[config.mk]
export PLATFORM = sky130hd
export DESIGN_NAME = mips_cpu_lsu_ctrl
export DESIGN_NICKNAME = d
export VERILOG_FILES = /design/src/rtl/mips_lsu_pkg.sv /design/src/rtl/mips_cpu_lsu_load_align.sv /design/src/rtl/mips_cpu_lsu_ctrl.sv
export SDC_FILE = /design/constraint.sdc
export NUM_CORES = 1
export LEC_CHECK = 0
export CAP_MARGIN = 10
export CORE_AREA = 2 2 115 117
export DETAILED_ROUTE_END_ITERATION = 6
export DIE_AREA = 0 0 117 119
export GPL_TIMING_DRIVEN = 0
export PLACE_DENSITY = 0.75
export SYNTH_ARGS = -nofsm -noshare
export SYNTH_HDL_FRONTEND = slang
export SYNTH_SLANG_ARGS = --single-unit
[constraint.sdc]
create_clock -name clk -period 2.9 [get_ports clk]
set_input_delay 0.58 -clock clk [delete_from_list [all_inputs] [get_ports clk]]
set_output_delay 0.58 -clock clk [all_outputs]
set_load 0.05 [all_outputs]
[src/rtl/mips_lsu_pkg.sv]
// Shared types and decode helpers for the MIPS load/store unit controller.
package mips_lsu_pkg;

    typedef enum logic [2:0] {
        OP_LB  = 3'd0,
        OP_LBU = 3'd1,
        OP_LH  = 3'd2,
        OP_LHU = 3'd3,
        OP_LW  = 3'd4,
        OP_SB  = 3'd5,
        OP_SH  = 3'd6,
        OP_SW  = 3'd7
    } lsu_op_t;

    typedef enum logic [1:0] {
        ST_IDLE,
        ST_BUS,
        ST_RESP
    } lsu_state_t;

    function automatic logic lsu_is_store(input lsu_op_t op);
        return (op == OP_SB) || (op == OP_SH) || (op == OP_SW);
    endfunction

    function automatic logic [3:0] lsu_byteenable(input lsu_op_t op, input logic [1:0] addr);
        case (op)
            OP_LB, OP_LBU, OP_SB: return 4'b0001 << addr;
            OP_LH, OP_LHU, OP_SH: return addr[1] ? 4'b1100 : 4'b0011;
            default:              return 4'b1111;
        endcase
    endfunction

    function automatic logic lsu_misaligned(input lsu_op_t op, input logic [1:0] addr);
        case (op)
            OP_LH, OP_LHU, OP_SH: return addr[0];
            OP_LW, OP_SW:         return addr != 2'b00;
            default:              return 1'b0;
        endcase
    endfunction

    // Stores replicate the datum across every lane it could occupy; byteenable selects.
    function automatic logic [31:0] lsu_writedata(input lsu_op_t op, input logic [31:0] wdata);
        case (op)
            OP_SB:   return {4{wdata[7:0]}};
            OP_SH:   return {2{wdata[15:0]}};
            default: return wdata;
        endcase
    endfunction

endpackage

[src/rtl/mips_cpu_lsu_load_align.sv]
// Load data alignment: shifts the addressed lane down and sign/zero-extends it.
module mips_cpu_lsu_load_align
    import mips_lsu_pkg::*;
(
    input  logic [31:0] readdata,
    input  logic [1:0]  addr,
    input  lsu_op_t     op,
    output logic [31:0] data
);

    logic [31:0] shifted;

    always_comb begin
        shifted = readdata >> {addr, 3'b000};
        data    = '0;
        case (op)
            OP_LB:   data = {{24{shifted[7]}}, shifted[7:0]};
            OP_LBU:  data = {24'h000000, shifted[7:0]};
            OP_LH:   data = {{16{shifted[15]}}, shifted[15:0]};
            OP_LHU:  data = {16'h0000, shifted[15:0]};
            OP_LW:   data = readdata;
            default: data = '0;
        endcase
    end

endmodule

[src/rtl/mips_cpu_lsu_ctrl.sv]
// Load/store unit controller: sequences one request at a time onto an Avalon-style
// data bus, holding it across waitrequest, and returns extended load data.
module mips_cpu_lsu_ctrl
    import mips_lsu_pkg::*;
#(
    parameter int ADDR_W = 32,
    parameter int DATA_W = 32
) (
    input  logic              clk,
    input  logic              reset_n,
    input  logic              req_valid,
    output logic              req_ready,
    input  logic [2:0]        req_op,
    input  logic [ADDR_W-1:0] req_addr,
    input  logic [DATA_W-1:0] req_wdata,
    output logic              rsp_valid,
    output logic [DATA_W-1:0] rsp_rdata,
    output logic              rsp_err,
    output logic [ADDR_W-1:0] mem_address,
    output logic              mem_read,
    output logic              mem_write,
    output logic [3:0]        mem_byteenable,
    output logic [DATA_W-1:0] mem_writedata,
    input  logic [DATA_W-1:0] mem_readdata,
    input  logic              mem_waitrequest
);

    lsu_state_t  state;
    lsu_op_t     op_q;
    logic [1:0]  addr_lo_q;
    lsu_op_t     req_op_t;
    logic [31:0] load_data;

    assign req_op_t  = lsu_op_t'(req_op);
    assign req_ready = (state == ST_IDLE);

    mips_cpu_lsu_load_align u_load_align (
        .readdata (mem_readdata),
        .addr     (addr_lo_q),
        .op       (op_q),
        .data     (load_data)
    );

    always_ff @(posedge clk or negedge reset_n) begin
        if (!reset_n) begin
            state          <= ST_IDLE;
            op_q           <= OP_LB;
            addr_lo_q      <= '0;
            rsp_valid      <= 1'b0;
            rsp_rdata      <= '0;
            rsp_err        <= 1'b0;
            mem_address    <= '0;
            mem_read       <= 1'b0;
            mem_write      <= 1'b0;
            mem_byteenable <= '0;
            mem_writedata  <= '0;
        end else begin
            case (state)
                ST_IDLE: begin
                    if (req_valid) begin
                        op_q      <= req_op_t;
                        addr_lo_q <= req_addr[1:0];
                        // Misaligned requests skip the bus entirely and answer next cycle.
                        if (lsu_misaligned(req_op_t, req_addr[1:0])) begin
                            state     <= ST_RESP;
                            rsp_valid <= 1'b1;
                            rsp_err   <= 1'b1;
                            rsp_rdata <= '0;
                        end else begin
                            state          <= ST_BUS;
                            mem_address    <= {req_addr[ADDR_W-1:2], 2'b00};
                            mem_byteenable <= lsu_byteenable(req_op_t, req_addr[1:0]);
                            mem_writedata  <= lsu_writedata(req_op_t, req_wdata);
                            mem_read       <= !lsu_is_store(req_op_t);
                            mem_write      <= lsu_is_store(req_op_t);
                        end
                    end
                end
                ST_BUS: begin
                    if (!mem_waitrequest) begin
                        state          <= ST_RESP;
                        mem_read       <= 1'b0;
                        mem_write      <= 1'b0;
                        mem_byteenable <= '0;
                        rsp_valid      <= 1'b1;
                        rsp_err        <= 1'b0;
                        rsp_rdata      <= load_data;
                    end
                end
                ST_RESP: begin
                    state     <= ST_IDLE;
                    rsp_valid <= 1'b0;
                    rsp_err   <= 1'b0;
                    rsp_rdata <= '0;
                end
                default: state <= ST_IDLE;
            endcase
        end
    end

endmodule

==> run_results.csv <==
group,metric,value,unit
finish,area_growth,47.9,%
detailed_routing,first_pass_iters,6,
floorplan,rows,42,
global_routing,track_usage,23.3,%
clock_network,cts.clk_slew.worst_paths,70,ps
yosys,yosysUniqueCellTypes,47,
floorplan,die-area,13900,um^2
worst_setup_path,path_delay_family,"compound AO/OA/AOI/OAI gates",
clock_network,root_buffer,"clkbuf_16",
global_routing,grt_overflow,0,
global_routing,grt_pass1_wl,25000,um
floorplan,core-area,12900,um^2
finish,final_core_util,62.3,%
worst_setup_path,reg2reg_slack,320,ps
worst_setup_path,crit_path_end_kind,"flip-flop",
sta,skew,5.37,ps
floorplan,initial_core_util,42.1,%
yosys,synth_xor_area_share,0.162,%
clock_network,cts_tree,"built",
yosys,synth_top_family_by_area,"multiplexers",
finish,nFillCells,1066,
yosys,ys_top_cells_by_area,"dfrtp_1 (50%), mux2_2 (16%), a22o_1 (4.5%)",
clock_network,ctsHoldBuffers,0,
sta,finalSetupViolCount,0,
finish,ff_latch_area,2730,um^2
worst_setup_path,startpoint_type,"input port",
yosys,yosysTopAreaCell,"dfrtp_1",
finish,layout-drive-gt1-share,17.5,%
yosys,ys.flop_type,"dfrtp_1",
placement,hpwl,12400,um
sta,post-route-period-util,90.7,%
detailed_routing,drt-vias-per-instance,5.43,
sta,fmax,380,MHz
global_routing,grt_max_degree,61,
yosys,synthAdderAreaFrac,0.923,%
detailed_routing,routedWlPerCell,18.8,um
yosys,post-synth-top-count-cell,"dfrtp_1",
clock_network,cts.htree.levels,3,
yosys,synth.top_cells.by_count,"dfrtp_1 (109), mux2_2 (79), nand2_1 (38), o21ai_0 (37), a22o_1 (28)",
yosys,synth-edff-count,0,
sta,period_needed,2630,ps
yosys,ys_seq_area_share,50.3,%
placement,routabilityCongestion,0.852,
job,maxCapViolCount,0,
clock_network,clock-sinks,109,
yosys,synthArstFlopShare,100,%
worst_setup_path,critPathBufInv,3,
run_status,outcome,"finished clean",
finish,multi_input_area,2480,um^2
worst_setup_path,crit_path_top_delay_cell,"a311oi_2",
yosys,synth-compound-area-share,17.1,%
worst_setup_path,cpPeakStageDelay,690,ps
yosys,synth_warnings,0,
yosys,ys_ff_latch,109,
floorplan,ioPinCount,208,
yosys,syn_avg_cell_area,11.6,um^2
yosys,synth_area,5420,um^2
clock_network,cts_resized,0,
finish,diodes,0,
worst_setup_path,worst_path_most_repeated_cell,"buf_2",
detailed_routing,ant_nets,0,
yosys,yosys.area.top_type_share,50.3,%
sta,hold_ws,318,ps
yosys,synthMuxAreaShare,20.4,%
worst_setup_path,worstSetupPathType,"input port to flip-flop",
detailed_routing,drtIter0Drc,313,
yosys,synthSimpleGateAreaFrac,6.95,%
worst_setup_path,cp.required,3190,ps
power_and_ir_drop,leakage,0.00332,uW
worst_setup_path,cp_max_fo,10,
worst_setup_path,cp_data_arrival_time,2920,ps
power_and_ir_drop,peakVddDrop,894,uV
clock_network,clockBufferDepth,2,
sta,rsz0062_at_grt,"false",
yosys,synthCells,467,
power_and_ir_drop,power_density,1170,nW/um^2
global_routing,antenna_found_initial,1,
hold_path,hp-class,"input port to async pin",
worst_setup_path,path_cells,"clkdlybuf4s50_1, nor2b_1, buf_2, o21ai_0, a311oi_2, buf_2, a22o_1",
placement,io_buffer_count,203,
sta,max_slew_margin,33.2,%
detailed_routing,drc,0,
sta,finalMaxSlewViolations,0,
clock_network,cts_buffers,9,
sta,finalHoldViolations,0,
finish,nets,792,
floorplan,die_x,117,um
detailed_routing,vias,4702,
detailed_routing,wirelength,16300,um
clock_network,insertion_delay,350,ps
global_routing,grt_pass1_vias,4852,
floorplan,chipHeight,119,um
sta,tightest_slew,1000,ps
## cells by family after synthesis
family,after synthesis
AND/OR/NAND/NOR,74
multiplexers,98
flip-flops,109
AO/OA/AOI/OAI,129
buffers and inverters,51
adder cells (fa/ha/maj),4
other,1
XOR/XNOR,1
## final timing paths
kind                                 startpoint           endpoint  cells after the start
min in group clk                mem_address[22]    mem_address[22]                      1
worst max register to register         state[1]  mem_writedata[11]                      8
worst max-delay path                  req_op[0]       rsp_rdata[8]                      7
worst min-delay path                    reset_n       rsp_rdata[0]                      1
max in group asynchronous               reset_n   mem_writedata[1]                      2
worst min register to register  mem_address[22]    mem_address[22]                      1
## layout by cell type (no fill, tap or decap), types with 2 or more instances in the layout
| cell type | count |
|---|---|
| clkdlybuf4s50_1 | 202 |
| dfrtp_1 | 109 |
| mux2_2 | 79 |
| nand2_1 | 38 |
| o21ai_0 | 37 |
| a22o_1 | 28 |
| a22oi_1 | 23 |
| clkbuf_1 | 18 |
| buf_2 | 15 |
| inv_1 | 13 |
| mux2_1 | 10 |
| nand3_1 | 10 |
| o211ai_1 | 9 |
| clkbuf_16 | 9 |
| mux2i_1 | 8 |
| a32o_1 | 7 |
| a21boi_0 | 7 |
| nand2b_1 | 6 |
| buf_4 | 6 |
| a21oi_1 | 5 |
| ha_1 | 4 |
| nor3b_1 | 3 |
| buf_1 | 3 |
| nor2_1 | 3 |
| inv_6 | 3 |
| nor2b_1 | 2 |
| or3_1 | 2 |
| o22ai_1 | 2 |
| o31ai_1 | 2 |
| a221o_1 | 2 |
| conb_1 | 2 |
## registers in the layout (all words and copies together) (netlist names)
name            cells
mem_writedata      32
rsp_rdata          32
mem_address        30
mem_byteenable      4
op_q                3
addr_lo_q           2
state               2
mem_read            1
mem_write           1
rsp_err             1
rsp_valid           1
## repair_timing
item                                   4_1_cts  5_1_grt
buffers inserted                             0        2
setup endpoints to repair                    0        5
endpoints found under the hold margin        0        0
## report_power, final
group          switching, uW  total, uW  internal, uW
logic                   3580       5640          2060
clock network            580       1260           681
registers                370       2520          2150
## final cells by class
| class | instances | area share, % |
|---|---|---|
| timing repair buffer | 206 | 25.8 |
| clock inverter | 6 | 0.874 |
| clock buffer | 10 | 2.86 |
| inverter | 13 | 0.609 |
| buffer | 38 | 2.15 |
| tap | 176 | 2.75 |
| multi-input combinational | 308 | 30.9 |
| sequential | 109 | 34.0 |
## routing by layer
metal  vias to the layer above  track usage [%]  part of all wire, %
li1                       2157                -                    -
met1                      2265             28.2                   39
met2                       248             38.3                   47
met3                        32             8.85                   11
met4                         0             7.50                  2.1
met5                         -                0                    0
## through the flow
stage / TNS [ps] / total power, uW / setup WS [ps] / cells / instance area (um^2)
5_1_grt: 0 / 9890 / 116 / 866 / 8020
3_3_place_gp: -323950 / 8080 / -2940 / 847 / 7680
3_5_place_dp: -6360 / 8180 / -163 / 848 / 7700
4_1_cts: 0 / 9470 / 190 / 864 / 8000
2_1_floorplan: 0 / 6250 / 367 / 468 / 5430
6_report: 0 / 9420 / 270 / 866 / 8020
No activity file was read; power rests on OpenSTA's default activity.
